===== config.mk =====
export PLATFORM = sky130hd
export DESIGN_NAME = jk_bist
export DESIGN_NICKNAME = d
export VERILOG_FILES = /design/src/rtl/jk_bist_pkg.sv /design/src/rtl/jk_bist_ref_model.sv /design/src/rtl/jk_bist.sv
export SDC_FILE = /design/constraint.sdc
export NUM_CORES = 1
export LEC_CHECK = 0
export CAP_MARGIN = 0
export CORE_ASPECT_RATIO = 1.1
export CORE_MARGIN = 2
export CORE_UTILIZATION = 51
export DETAILED_ROUTE_END_ITERATION = 12
export GPL_TIMING_DRIVEN = 0
export PLACE_DENSITY = 0.78
export SETUP_SLACK_MARGIN = 0.2
export SLEW_MARGIN = 20
export SYNTH_ARGS = -nofsm -noshare
export SYNTH_HDL_FRONTEND = slang
export SYNTH_SLANG_ARGS = --single-unit

===== constraint.sdc =====
create_clock -name clk -period 2.6 [get_ports clk]
set_clock_uncertainty 0.2 [all_clocks]
set_input_delay 0.26 -clock clk [delete_from_list [all_inputs] [get_ports clk]]
set_output_delay 0.26 -clock clk [all_outputs]
set_load 0.02 [all_outputs]

===== src/rtl/jk_bist_pkg.sv =====
// -----------------------------------------------------------------------------
// jk_bist_pkg
// Shared definitions for the JK flip-flop built-in self test:
//   - state_e     : controller FSM encoding
//   - step_e      : test step codes, STEP_RESET .. STEP_TOGGLE2
//   - STEP_DRIVE  : step -> {dut_rst, j, k} stimulus lookup
//   - CNT_W       : width of the mismatch cycle counter
// -----------------------------------------------------------------------------
package jk_bist_pkg;

  localparam int unsigned CNT_W = 8;

  typedef enum logic [1:0] {
    S_IDLE = 2'd0,
    S_RUN  = 2'd1,
    S_DONE = 2'd2
  } state_e;

  typedef enum logic [2:0] {
    STEP_RESET   = 3'd0,
    STEP_HOLD    = 3'd1,
    STEP_SET     = 3'd2,
    STEP_CLEAR   = 3'd3,
    STEP_TOGGLE1 = 3'd4,
    STEP_TOGGLE2 = 3'd5
  } step_e;

  // Entries are {dut_rst, j, k}. Codes 6 and 7 are never issued; they are
  // padded with 0 so that any 3-bit index stays inside the table.
  localparam logic [7:0][2:0] STEP_DRIVE = {
    3'b000,  // 7 unused
    3'b000,  // 6 unused
    3'b011,  // STEP_TOGGLE2
    3'b011,  // STEP_TOGGLE1
    3'b001,  // STEP_CLEAR
    3'b010,  // STEP_SET
    3'b000,  // STEP_HOLD
    3'b100   // STEP_RESET
  };

  function automatic logic [2:0] step_drive(step_e s);
    return STEP_DRIVE[s];
  endfunction

endpackage


===== src/rtl/jk_bist_ref_model.sv =====
// -----------------------------------------------------------------------------
// jk_ref_model
// Golden JK flip-flop that tracks the value the flip-flop under test should
// hold. It advances only when en=1, using the same stimulus that is being
// driven to the flip-flop under test.
// Ports:
//   clk  in  : clock
//   rst  in  : synchronous active-high reset, q -> 0
//   clr  in  : synchronous clear, q -> 0 (used on an accepted start)
//   en   in  : advance the model this edge
//   r    in  : reset stimulus seen by the flip-flop under test
//   j,k  in  : JK stimulus seen by the flip-flop under test
//   q    out : expected flip-flop value
// -----------------------------------------------------------------------------
module jk_ref_model (
  input  logic clk,
  input  logic rst,
  input  logic clr,
  input  logic en,
  input  logic r,
  input  logic j,
  input  logic k,
  output logic q
);

  logic q_q;

  always_ff @(posedge clk) begin
    if (rst || clr) begin
      q_q <= 1'b0;
    end else if (en) begin
      if (r) begin
        q_q <= 1'b0;
      end else begin
        unique case ({j, k})
          2'b10:   q_q <= 1'b1;
          2'b01:   q_q <= 1'b0;
          2'b11:   q_q <= ~q_q;
          default: q_q <= q_q;
        endcase
      end
    end
  end

  assign q = q_q;

endmodule


===== src/rtl/jk_bist.sv =====
// -----------------------------------------------------------------------------
// jk_bist
// Built-in self test for an external JK flip-flop. On start it drives six
// steps (RESET, HOLD, SET, CLEAR, TOGGLE, TOGGLE) of HOLD_CYCLES cycles each,
// compares the flip-flop output with a reference model at every edge except
// the one ending cycle 0, and stops at the first mismatch or after the last
// step.
// Parameter:
//   HOLD_CYCLES       : cycles per step, 1..15
// Configuration macro:
//   JK_BIST_CYCLE_CNT_EN : when defined, an 8-bit saturating cycle counter is
//                          built and fail_cycle reports the mismatch cycle;
//                          when undefined, fail_cycle is constant 0.
// Ports:
//   clk        in  : clock
//   rst        in  : synchronous active-high reset
//   start      in  : one-cycle run request, ignored while busy
//   dut_q      in  : output of the flip-flop under test
//   j, k       out : JK stimulus (registered)
//   dut_rst    out : reset to the flip-flop under test (registered)
//   busy       out : sequence in progress
//   done       out : sequence finished, held until the next accepted start
//   pass       out : result, valid while done=1
//   fail_step  out : step of the first mismatch
//   fail_cycle out : cycle of the first mismatch
// -----------------------------------------------------------------------------
module jk_bist
  import jk_bist_pkg::*;
#(
  parameter int unsigned HOLD_CYCLES = 2
) (
  input  logic             clk,
  input  logic             rst,
  input  logic             start,
  input  logic             dut_q,
  output logic             j,
  output logic             k,
  output logic             dut_rst,
  output logic             busy,
  output logic             done,
  output logic             pass,
  output logic [2:0]       fail_step,
  output logic [CNT_W-1:0] fail_cycle
);

  localparam logic [3:0] HOLD_LAST = 4'(HOLD_CYCLES - 1);

  state_e     state_q;
  step_e      step_q;
  step_e      step_d;
  logic [3:0] hold_q;
  logic       j_q, k_q, dut_rst_q;
  logic       busy_q, done_q, pass_q;
  logic [2:0] fail_step_q;
  logic       exp_q;

  logic start_ok;
  logic check_en;
  logic mismatch;
  logic step_end;
  logic last_cycle;

  // busy is high exactly in RUN, so RUN is the only state that blocks start.
  assign start_ok = start && (state_q != S_RUN);

  // The edge ending cycle 0 is the one that resets the flip-flop under test,
  // so its output is not meaningful yet; cycle 0 is always step 0, hold 0.
  assign check_en = (state_q == S_RUN) &&
                    !((step_q == STEP_RESET) && (hold_q == 4'd0));

  // NOTE: !== makes an X or Z on dut_q count as a mismatch in simulation;
  // a plain != would yield X and the if() would silently treat it as a match.
  assign mismatch   = check_en && (dut_q !== exp_q);
  assign step_end   = (hold_q == HOLD_LAST);
  assign last_cycle = step_end && (step_q == STEP_TOGGLE2);
  assign step_d     = step_e'(step_q + 3'd1);

  jk_ref_model u_ref (
    .clk (clk),
    .rst (rst),
    .clr (start_ok),
    .en  (state_q == S_RUN),
    .r   (dut_rst_q),
    .j   (j_q),
    .k   (k_q),
    .q   (exp_q)
  );

  // NOTE: every register here is assigned with <= so all of them sample the
  // pre-edge values; mixing in = would make results depend on statement order.
  always_ff @(posedge clk) begin
    if (rst) begin
      state_q     <= S_IDLE;
      step_q      <= STEP_RESET;
      hold_q      <= 4'd0;
      j_q         <= 1'b0;
      k_q         <= 1'b0;
      dut_rst_q   <= 1'b0;
      busy_q      <= 1'b0;
      done_q      <= 1'b0;
      pass_q      <= 1'b0;
      fail_step_q <= 3'd0;
    end else begin
      unique case (state_q)
        S_IDLE, S_DONE: begin
          if (start_ok) begin
            state_q                  <= S_RUN;
            step_q                   <= STEP_RESET;
            hold_q                   <= 4'd0;
            {dut_rst_q, j_q, k_q}    <= step_drive(STEP_RESET);
            busy_q                   <= 1'b1;
            done_q                   <= 1'b0;
            pass_q                   <= 1'b0;
            fail_step_q              <= 3'd0;
          end
        end
        S_RUN: begin
          if (mismatch || last_cycle) begin
            state_q               <= S_DONE;
            {dut_rst_q, j_q, k_q} <= 3'b000;
            busy_q                <= 1'b0;
            done_q                <= 1'b1;
            pass_q                <= !mismatch;
            if (mismatch) begin
              fail_step_q <= step_q;
            end
          end else if (step_end) begin
            step_q                <= step_d;
            hold_q                <= 4'd0;
            {dut_rst_q, j_q, k_q} <= step_drive(step_d);
          end else begin
            hold_q <= hold_q + 4'd1;
          end
        end
        default: begin
          state_q <= S_IDLE;
        end
      endcase
    end
  end

`ifdef JK_BIST_CYCLE_CNT_EN
  logic [CNT_W-1:0] cycle_q;
  logic [CNT_W-1:0] fail_cycle_q;

  // Counts RUN cycles from 0; saturates so fail_cycle can never wrap.
  always_ff @(posedge clk) begin
    if (rst) begin
      cycle_q      <= '0;
      fail_cycle_q <= '0;
    end else if (start_ok) begin
      cycle_q      <= '0;
      fail_cycle_q <= '0;
    end else if (state_q == S_RUN) begin
      if (mismatch) begin
        fail_cycle_q <= cycle_q;
      end
      if (cycle_q != '1) begin
        cycle_q <= cycle_q + 1'b1;
      end
    end
  end

  assign fail_cycle = fail_cycle_q;
`else
  assign fail_cycle = '0;
`endif

  assign j         = j_q;
  assign k         = k_q;
  assign dut_rst   = dut_rst_q;
  assign busy      = busy_q;
  assign done      = done_q;
  assign pass      = pass_q;
  assign fail_step = fail_step_q;

endmodule


======== Word level (Yosys, flattened, before mapping) ========
Memories as Yosys holds them, arrays and structs flattened.
Cells that the tools add are included.
operators by class
  muxes and demuxes ....................... 34
  add/subtract/negate cells ............... 2
  equality and inequality tests ........... 15
  bitwise gates (word level) .............. 1
  magnitude comparators ................... 1
  reduce and logical (&&, ||, !) cells .... 22
operators by type and width
  operator             count
  $mux 3               6
  $mux 1               12
  $mux 4               3
  $pmux 1 s2           6
  $pmux 3 s2           2
  $reduce_and 3->1     3
  $ne 2x2->1 const B   4
  $pmux 4 s2           1
  $reduce_and 4->1     2
  $eq 2x2->1 const B   3
  $logic_and 1x1->1    5
  $add 4x1->4 const B  1
  $eq 2x1->1 const B   2
  $eq 4x1->1 const B   1
  $logic_not 4->1      1
  $lt 3x4->1 const B   1
  $mux 2               2
  $ne 2x1->1 const B   2
  $pmux 2 s2           1
  $reduce_and 2->1     2
  $reduce_bool 4->1    1
  $add 3x1->3 const B  1
  $eq 3x3->1 const B   1
  $logic_not 3->1      1
  other kinds (9)      11
word-level totals
  register bits ........................... 19
  input port bits ......................... 4
  word-level logic and storage cells ...... 87
  ROM bits ................................ 24
  output and inout bits ................... 17
  memories ................................ 1
memory list
  name             words  bits a word  rd ports  clocked after memory_dff  write ports  line               text
  (no name shown)  8      3            1         0                         0            jk_bist_pkg.sv:42  return STEP_DRIVE[s];

======== Longest topological paths before layout ========
Gate-level depths: netlist (run 1).
  depth in word-level cells ............... 8
  gate-level depth with buffers ........... 7
  gate-level depth less buffers ........... 6

======== Modules after synthesis ========
A second synthesis (run 1) with hierarchy kept.
unflattened totals
  cell total of the unflattened synthesis .. 121
  area, all modules ....................... 1,077.3 µm²
modules (own cells, without submodules)
  module        seq. area each (µm²)  instances  cells each  area each (µm²)
  jk_bist       360.3                 1          110         982.2
  jk_ref_model  20.0                  1          11          95.1

======== Least setup slack after synthesis (run 1) ========
No wires, ideal clock.
  path kind ............................... register -> register
  from .................................... register hold_q[0]
  to ...................................... register hold_q[3]
  slack ................................... 0.793 ns
  setup time .............................. 0.059 ns
  buffers on the path ..................... 0
  period minus slack after synthesis ...... 1.807 ns
  required time ........................... 2.341 ns
  stages on the path, launching flop included .. 7
  data arrival time ....................... 1.549 ns
  path through ............................ dfxtp_1 -> inv_1 -> ha_1 -> nor4b_4 -> a211o_1 -> a21oi_1 -> o221a_2
on the way
  cells in the longest elaborated chain, start to end .. 8
  elaborated cells on any way between the ends .. 14
  those cells by class .................... add/sub: 1; eq/ne: 2; mux: 3; reduce/logical: 8
RTL lines
  element                                                              line            text
  start, declared                                                      jk_bist.sv:51   logic [3:0] hold_q;
  start signal, assigned                                               jk_bist.sv:132  hold_q <= hold_q + 4'd1;
  parallel branches: the longest is 8 deep, another holds $add 4x1->4  --
Parallel ways; which one is timed is not known. The select of a mux whose other input is x is not followed.
A chain may end at the register's enable or synchronous reset.

======== Worst setup path after layout (run 1) ========
  from .................................... register hold_q[1]
  to ...................................... register hold_q[3]
The elaborated chain is that of the path after synthesis.

==> results.ini, run 1 <==
[placement]
placed_area_um2=1287
place.port_buffers=11
finalWeightedCongestion=0.9168
place_hpwl_um=1854
worst_slack_after_detailed_placement_ns=0.4518
place.detailed.instances=176

[clocking]
cts_tree=done
cts-buffers-inserted=3
worstSkewPairLatency_ns=0.31
cts.path.max_buffers=2
numClockSinks=19
post_cts_resize_count=0
cts_hold_buffers=0
htreeDepth=1
cts.reportedPaths.clkPinSlew_ns=0.12
cts_setup_buffers=0
root_buffer_cell=sky130_fd_sc_hd__clkbuf_4

[critical_path]
r2r_start=hold_q[1]
critical-path-top-delay-family=compound AO/OA/AOI/OAI gates
worst_setup_path_startpoint=hold_q[1]
crit_fanout=4
critPathMaxStageDelay_ns=0.44
worst-endpoint-required_ns=2.67
critical_path.n_buffers_inverters=1
critical-path-slowest-cell=sky130_fd_sc_hd__a21oi_1
timing.critical_path.arrival_ns=2.29
endpoint_kind=flop
startpoint_type=flop
cp_cell_sequence=inv_1 -> ha_1 -> nor3b_1 -> a31oi_1 -> a21oi_1 -> o221a_2
ff2ff_setup_slack_ns=0.38
timing_worst_setup_path_type=reg2reg

[detailed_routing]
postRouteAntennaNets=0
drt_drc_violations_left=0
drt_first_pass_iters=4
detail_route.wl_per_cell_um=13.65
drt_first_iter_violations=19
avgViaCountPerCell=5.417
routed_wirelength_um=2457
vias=975

[logic_synthesis]
yosys.cell_types.count=37
yosys_register_bits=19
netlist_area_um2=1116
synth_top_area_share_pct=34.08
post_synth.cell_area_avg_um2=8.585
synth_edf_count=0
ys_dominant_reg_cell=sky130_fd_sc_hd__dfxtp_1
synth_largest_area_cell=sky130_fd_sc_hd__dfxtp_1
yosysWarnings=0
synthArstFlopShare_pct=0
yosysSeqAreaShare_pct=34.08
synth.top_cells.by_area=sky130_fd_sc_hd__dfxtp_1 (34%), sky130_fd_sc_hd__ha_1 (9.0%), sky130_fd_sc_hd__buf_4 (5.4%), sky130_fd_sc_hd__a21oi_1 (4.5%), sky130_fd_sc_hd__nor2_1 (4.0%)
postSynthCellCount=130

[finish]
diodes=0
fin_util_pct=64.40
layout.area.seq_um2=380.4
finalNetCount=165
flow.area_growth_from_synthesis_pct=17.83
final_cell_area_um2=1315
drive_above_1_share_pct=12.50
instances_no_fill=180
n_fill_cell=192
multi_input_area_um2=640.6

[power_and_ir_drop]
finalPower_uw=577.0
worst_ir_drop_vdd_uv=286.6
power_density_nw_per_um2=438.8
leakage_nw=0.5304

[grt]
number_of_antenna_violations_at_the_first_check_in_global_routing=0
grt_first_pass_wirelength_um=3967
grt_max_degree=12
overflow_left_after_global_routing=0
vias_in_the_first_global_route=901
grt_util_all_layers_pct=20.77

[die]
row_count=17
die_area_um2=2579
starting_utilization_of_the_core_area_pct=54.66
dieHeight_um=53.07
coreArea_um2=2042
die_w_um=48.61
top_level_ports=21

[timing]
final.period_utilization_pct=85.34
setup_viol_count_final=0
final_critical_path_setup_slack_ns=0.3811
setup_tns_ns=0
fmax_mhz=450.7
period_minus_slack_ns=2.219
final_hold_viol_count=0
holdWs_ns=0.1729
rsz0062_at_grt=false
final-max-slew-violation-count=0

[job]
max_cap_viol_count=0

[min_path]
hold_class=in2reg
hold_start=rst

[status]
status=completed

-- sequential cells by signal (all words and copies together), names as in the netlist, 2 cells and up --
register and cells:
fail_step 3, state_q 2, step_q 3, hold_q 4
-- kinds of logic (layout without fill, tap and decap cells) --
group           count (synthesis)  after routing  share of synthesized area (%)
compound gates                 32             32                          20.29
xor+xnor                        2              2                          1.570
fa+ha+maj                       8              8                          8.969
buf+inv                        20             35                          10.87
flops                          19             19                          34.08
mux                             2              2                          1.794
other cells                     1              8                         0.3360
simple gates                   46             46                          22.08
-- synthesized netlist by cell type, drive strengths merged (2+ instances only) --
cell and instances:
a211o 3, a21oi 10, a31oi 4, and3 2
buf 11, clkbuf 4, dfxtp 19, ha 8
inv 5, mux2i 2, nand2 10, nand2b 4
nand3 7, nor2 12, nor2b 2, nor3 2
o2111ai 3, o211ai 3, o21ai 2, or3 2
-- where the power goes --
group / leakage (nW) / total, mW / switching [mW] / internal, mW
Clock: 0.0177 / 0.159 / 0.101 / 0.0576
Sequential: 0.154 / 0.307 / 0.00777 / 0.299
Combinational: 0.359 / 0.111 / 0.0672 / 0.0440
-- cells in the final DEF (no fill, tap or decap), types with 2 or more instances in the layout --
master and count:
sky130_fd_sc_hd__nor3_1 2, sky130_fd_sc_hd__nor2b_1 2, sky130_fd_sc_hd__ha_1 8, sky130_fd_sc_hd__buf_6 2, sky130_fd_sc_hd__a21oi_1 10, sky130_fd_sc_hd__o21ai_0 2, sky130_fd_sc_hd__nand2b_1 4, sky130_fd_sc_hd__nor2_1 12
sky130_fd_sc_hd__a211o_1 3, sky130_fd_sc_hd__or3_1 2, sky130_fd_sc_hd__nand3_1 7, sky130_fd_sc_hd__and3_1 2, sky130_fd_sc_hd__o211ai_1 3, sky130_fd_sc_hd__mux2i_1 2, sky130_fd_sc_hd__buf_4 8, sky130_fd_sc_hd__inv_1 5
sky130_fd_sc_hd__clkbuf_4 3, sky130_fd_sc_hd__conb_1 8, sky130_fd_sc_hd__clkbuf_1 4, sky130_fd_sc_hd__clkdlybuf4s50_1 11, sky130_fd_sc_hd__o2111ai_1 3, sky130_fd_sc_hd__dfxtp_1 19, sky130_fd_sc_hd__nand2_1 10, sky130_fd_sc_hd__a31oi_1 4
-- metal layers --
| metal | vias to the layer above | routed length, µm | track usage (%) |
|---|---|---|---|
| met4 | 0 | 44 | 12.38 |
| met5 | - | 0 | 0 |
| met1 | 456 | 1121 | 24.22 |
| met3 | 5 | 63 | 3.672 |
| li1 | 495 | - | - |
| met2 | 19 | 1228 | 36.07 |
-- worst paths after layout --
check,end,cells past startpoint
hold reg to reg,done,2
hold / removal,j,2
setup reg to reg,hold_q[3],6
setup / recovery,hold_q[3],6
-- cell type report --
cell class              count  share of cell area, %
inverters                   5                  1.427
flip-flops and latches     19                  28.92
multi-input cells          98                  48.72
repair buffers             11                  8.373
well taps                  28                  2.664
clock buffers               3                  1.713
clock inverters             1                 0.3806
plain buffers              15                  7.802
Note: power is estimated with default switching activity, not from simulation.
==> run 2, diff against run 1 <==
- HOLD_SLACK_MARGIN: default -> 0.03
- clock period: 2.6 -> 2.36 ns (I/O delays scaled with it)
==> run 2 against run 1 <==
Sequential share of layout area shrank 0.41 points. Worst hold slack lost 0.019 ns. Setup slack lost 0.034 ns. Routed wire length is 1.5% lower. Highest routed layer unchanged.
==> results.ini, run 2 (synthesis results as in run 1) <==
[power_and_ir_drop]
finalPower_uw=637.2
leakage_nw=0.5358
worst_ir_drop_vdd_uv=316.1
power_density_nw_per_um2=477.7

[timing]
period_minus_slack_ns=2.013
setup_viol_count_final=0
fmax_mhz=496.8
final-max-slew-violation-count=0
final.period_utilization_pct=85.29
final_hold_viol_count=0
setup_tns_ns=0
rsz0062_at_grt=false

[critical_path]
critical-path-slowest-cell=sky130_fd_sc_hd__a31oi_1
timing.critical_path.arrival_ns=2.03
cp_cell_sequence=inv_1 -> ha_1 -> nor3b_2 -> a31oi_1 -> a21oi_2 -> o221a_2
crit_fanout=4
startpoint_type=flop
worst-endpoint-required_ns=2.38
critPathMaxStageDelay_ns=0.42
endpoint_kind=flop
timing_worst_setup_path_type=reg2reg

[finish]
most_frequent_cells_in_the_layout=sky130_fd_sc_hd__dfxtp_1 (19), sky130_fd_sc_hd__nor2_1 (12), sky130_fd_sc_hd__clkdlybuf4s50_1 (11)
instances_no_fill=180
flow.area_growth_from_synthesis_pct=19.51
finalNetCount=165
diodes=0
n_fill_cell=187
largest_register=hold_q
drive_above_1_share_pct=15.13
mostFrequentLayoutCell=sky130_fd_sc_hd__dfxtp_1
largest_reg_flops=4

[detailed_routing]
routed_wirelength_um=2420
drt_first_iter_violations=17
avgViaCountPerCell=5.328
detail_route.wl_per_cell_um=13.44
drt_first_pass_iters=4
postRouteAntennaNets=0
drt_drc_violations_left=0
vias=959

[grt]
grt_max_degree=12
grt_first_pass_wirelength_um=4002
overflow_left_after_global_routing=0
number_of_antenna_violations_at_the_first_check_in_global_routing=0
grt_util_all_layers_pct=20.83
vias_in_the_first_global_route=904

[clocking]
cts_tree=done
cts.path.max_buffers=2
cts.reportedPaths.clkPinSlew_ns=0.12
numClockSinks=19
root_buffer_cell=sky130_fd_sc_hd__clkbuf_4
worstSkewPairLatency_ns=0.31
cts-buffers-inserted=3
htreeDepth=1

[placement]
finalWeightedCongestion=0.9168
place.port_buffers=11
place.detailed.instances=176
place_hpwl_um=1854

[die]
row_count=17
coreArea_um2=2042
die_w_um=48.61
die_area_um2=2579
starting_utilization_of_the_core_area_pct=54.66
top_level_ports=21
dieHeight_um=53.07

[min_path]
hold_class=in2reg

[status]
status=completed

[job]
max_cap_viol_count=0

[run 2: changes by cell type in the layout (fill, tap and decap cells not counted)]
| cell | before | now |
|---|---|---|
| sky130_fd_sc_hd__a22oi_2 | 0 | 1 |
| sky130_fd_sc_hd__a22oi_1 | 1 | 0 |
| sky130_fd_sc_hd__nor3b_2 | 0 | 1 |
| sky130_fd_sc_hd__a21oi_2 | 0 | 1 |
| sky130_fd_sc_hd__nor3_1 | 2 | 1 |
| sky130_fd_sc_hd__a21oi_1 | 10 | 9 |
| sky130_fd_sc_hd__nor3b_1 | 1 | 0 |
| sky130_fd_sc_hd__nor3_2 | 0 | 1 |
[run 2: cell type report]
| cell class | count | area [µm²] | share of cell area [%] |
|---|---|---|---|
| Multi-Input combinational cell | 98 | 659.4 | 49.44 |
| Sequential cell | 19 | 380.4 | 28.52 |
| Clock buffer | 3 | 22.52 | 1.689 |
| Inverter | 5 | 18.77 | 1.407 |
| Timing Repair Buffer | 11 | 110.1 | 8.255 |
| Tap cell | 28 | 35.03 | 2.627 |
| Buffer | 15 | 102.6 | 7.692 |
| Clock inverter | 1 | 5.005 | 0.3752 |
[run 2: path summary, 6_finish.rpt]
path / start / end / slack [ns] / depth (start not counted)
worst max-delay path: hold_q[1] / hold_q[3] / 0.35 / 6
worst min-delay path: rst / j / 0.15 / 2
worst max register to register: hold_q[1] / hold_q[3] / 0.35 / 6
worst min register to register: done / done / 0.27 / 2
[run 2: layer usage]
metal / routed length [µm] / vias up / share of wire [%] / track usage [%]
met1: 1107 / 442 / 46 / 24.56
met5: 0 / - / 0 / 0
met3: 60 / 7 / 2.5 / 3.390
met2: 1199 / 16 / 50 / 36.30
met4: 51 / 0 / 2.1 / 11.90
li1: - / 494 / - / -
[run 2: stage by stage]
stage | util, % | worst slack (ns) | instance area, µm² | hold slack (ns)
2_1_floorplan | - | 0.5526 | 1142 | 0.2075
3_3_place_gp | 63.05 | 0.3159 | 1287 | 0.2454
3_5_place_dp | 63.05 | 0.2118 | 1287 | 0.2585
4_1_cts | 64.58 | 0.3001 | 1319 | 0.1513
5_1_grt | 65.32 | 0.2231 | 1334 | 0.1919
6_report | 65.32 | 0.3471 | 1334 | 0.1540
[run 2: repair_timing]
| item | CTS | global route |
|---|---|---|
| hold buffers | 0 | 0 |
| resized for setup | 1 | 3 |
| buffers inserted | 0 | 0 |
| cloned | 0 | 0 |
| endpoints found under the hold margin | 0 | 0 |
| endpoints found under the setup margin | 2 | 8 |
[run 2: worst max-delay path, delay by kind of cell (launching register included)]
family	cells	cell delay, ns
compound gates	3	0.85
flops	1	0.39
fa+ha+maj	1	0.21
simple gates	1	0.18
buf+inv	1	0.09
[run 2: report_power, final]
group / total, mW / internal (mW) / switching (mW)
combinational: 0.125 / 0.0502 / 0.0752
clock: 0.173 / 0.0634 / 0.110
sequential: 0.338 / 0.330 / 0.00865
total: 0.637 / 0.443 / 0.194
==> run 3, diff against run 2 <==
- CORE_ASPECT_RATIO: 1.1 -> default
- GPL_ROUTABILITY_DRIVEN: default -> 0
==> run 3 against run 2 <==
Count of clock-buffer cells in the layout did not move. Design area decreased by 0.38%. Non-clock buffer count unchanged. Register-to-register slack about the same. Power shrank 0.51%. Setup slack lost 0.0083 ns. Final cell count is 0.56% lower. Core utilization grew 0.40 points. Sequential power about the same. Die area about the same. Sequential share of layout area up 0.20 points. Sequential cell count unchanged. Critical path type unchanged.
==> results.ini, run 3 (synthesis results as in run 1) <==
[timing]
holdWs_ns=0.1254
setup_tns_ns=0
period_minus_slack_ns=2.021
setup_viol_count_final=0
final.period_utilization_pct=85.64
final-max-slew-violation-count=0
rsz0062_at_grt=false
final_critical_path_setup_slack_ns=0.3388
final_hold_viol_count=0
fmax_mhz=494.8

[clocking]
cts.path.max_buffers=2
cts.reportedPaths.clkPinSlew_ns=0.11
worstSkewPairLatency_ns=0.30
cts_tree=done
htreeDepth=1
numClockSinks=19
root_buffer_cell=sky130_fd_sc_hd__clkbuf_4
cts_hold_buffers=0
cts-buffers-inserted=3

[critical_path]
cp_cell_sequence=inv_1 -> ha_1 -> or3b_2 -> a22oi_1 -> o2111ai_1 -> a31oi_1
crit_fanout=4
timing.critical_path.arrival_ns=2.06
worst-endpoint-required_ns=2.40
critical_path.n_buffers_inverters=1
critPathMaxStageDelay_ns=0.50
critical-path-top-delay-family=compound AO/OA/AOI/OAI gates
startpoint_type=flop
endpoint_kind=flop
timing_worst_setup_path_type=reg2reg
critical-path-slowest-cell=sky130_fd_sc_hd__or3b_2

[die]
coreArea_um2=2022
starting_utilization_of_the_core_area_pct=55.20
die_w_um=50.78
top_level_ports=21
row_count=16
die_area_um2=2579
dieHeight_um=50.78

[power_and_ir_drop]
worst_ir_drop_vdd_uv=469.3
leakage_nw=0.5359
power_density_nw_per_um2=477.1

[detailed_routing]
detail_route.wl_per_cell_um=14.26
drt_drc_violations_left=0
avgViaCountPerCell=5.737
drt_first_pass_iters=5
vias=1027
drt_first_iter_violations=24
postRouteAntennaNets=0
routed_wirelength_um=2553

[finish]
largest_register=hold_q
flow.area_growth_from_synthesis_pct=19.06
mostFrequentLayoutCell=sky130_fd_sc_hd__dfxtp_1
largest_reg_flops=4
drive_above_1_share_pct=15.13
finalNetCount=165
most_frequent_cells_in_the_layout=sky130_fd_sc_hd__dfxtp_1 (18), sky130_fd_sc_hd__nor2_1 (12), sky130_fd_sc_hd__clkdlybuf4s50_1 (11)
diodes=0

[status]
status=completed

[min_path]
hold_class=in2reg

[job]
max_cap_viol_count=0

[grt]
grt_util_all_layers_pct=21.50
overflow_left_after_global_routing=0
grt_first_pass_wirelength_um=4202
grt_max_degree=12
number_of_antenna_violations_at_the_first_check_in_global_routing=0
vias_in_the_first_global_route=903

[placement]
place_hpwl_um=1899
place.port_buffers=11
worst_slack_after_detailed_placement_ns=0.2953

-- run 3: where the power goes --
group          internal [mW]  switching [mW]
clock                 0.0633           0.105
sequential             0.330         0.00914
combinational         0.0498          0.0764
total                  0.443           0.191
-- run 3: worst paths after layout --
path              slack, ns  endpoint  cells after the start  startpoint
hold reg to reg        0.27      done                      2        done
setup reg to reg       0.34         k                      6   hold_q[1]
hold / removal         0.13         k                      2         rst
setup / recovery       0.34         k                      6   hold_q[1]
-- run 3: layer usage --
metal	up-vias	global-route usage, %	part of all wire [%]
li1	498	-	-
met5	-	0	0
met3	4	6.250	6.3
met4	0	2.703	1.1
met1	481	28.49	44
met2	44	35.53	49
-- run 3: repair_timing --
| item | CTS | global route |
|---|---|---|
| buffers inserted | 0 | 0 |
| endpoints found under the setup margin | 0 | 8 |
| gates resized for setup | 0 | 4 |
-- run 3: cell type report --
type | instances | area [µm²]
Clock inverter | 1 | 5.005
Timing Repair Buffer | 11 | 110.1
Sequential cell | 19 | 381.6
Clock buffer | 3 | 22.52
Fill cell | 187 | 693.2
Multi-Input combinational cell | 98 | 654.4
Inverter | 5 | 18.77
Buffer | 15 | 102.6
Tap cell | 27 | 33.78
-- run 3: per-stage QoR --
step / utilization (%) / power (mW) / area, µm² / instances
5_1_grt: 65.72 / 0.6674 / 1329 / 179
3_3_place_gp: 63.61 / 0.4624 / 1286 / 175
3_5_place_dp: 63.61 / 0.4666 / 1286 / 175
6_report: 65.72 / 0.6340 / 1329 / 179
2_1_floorplan: - / 0.4333 / 1142 / 137
4_1_cts: 64.98 / 0.6332 / 1314 / 179
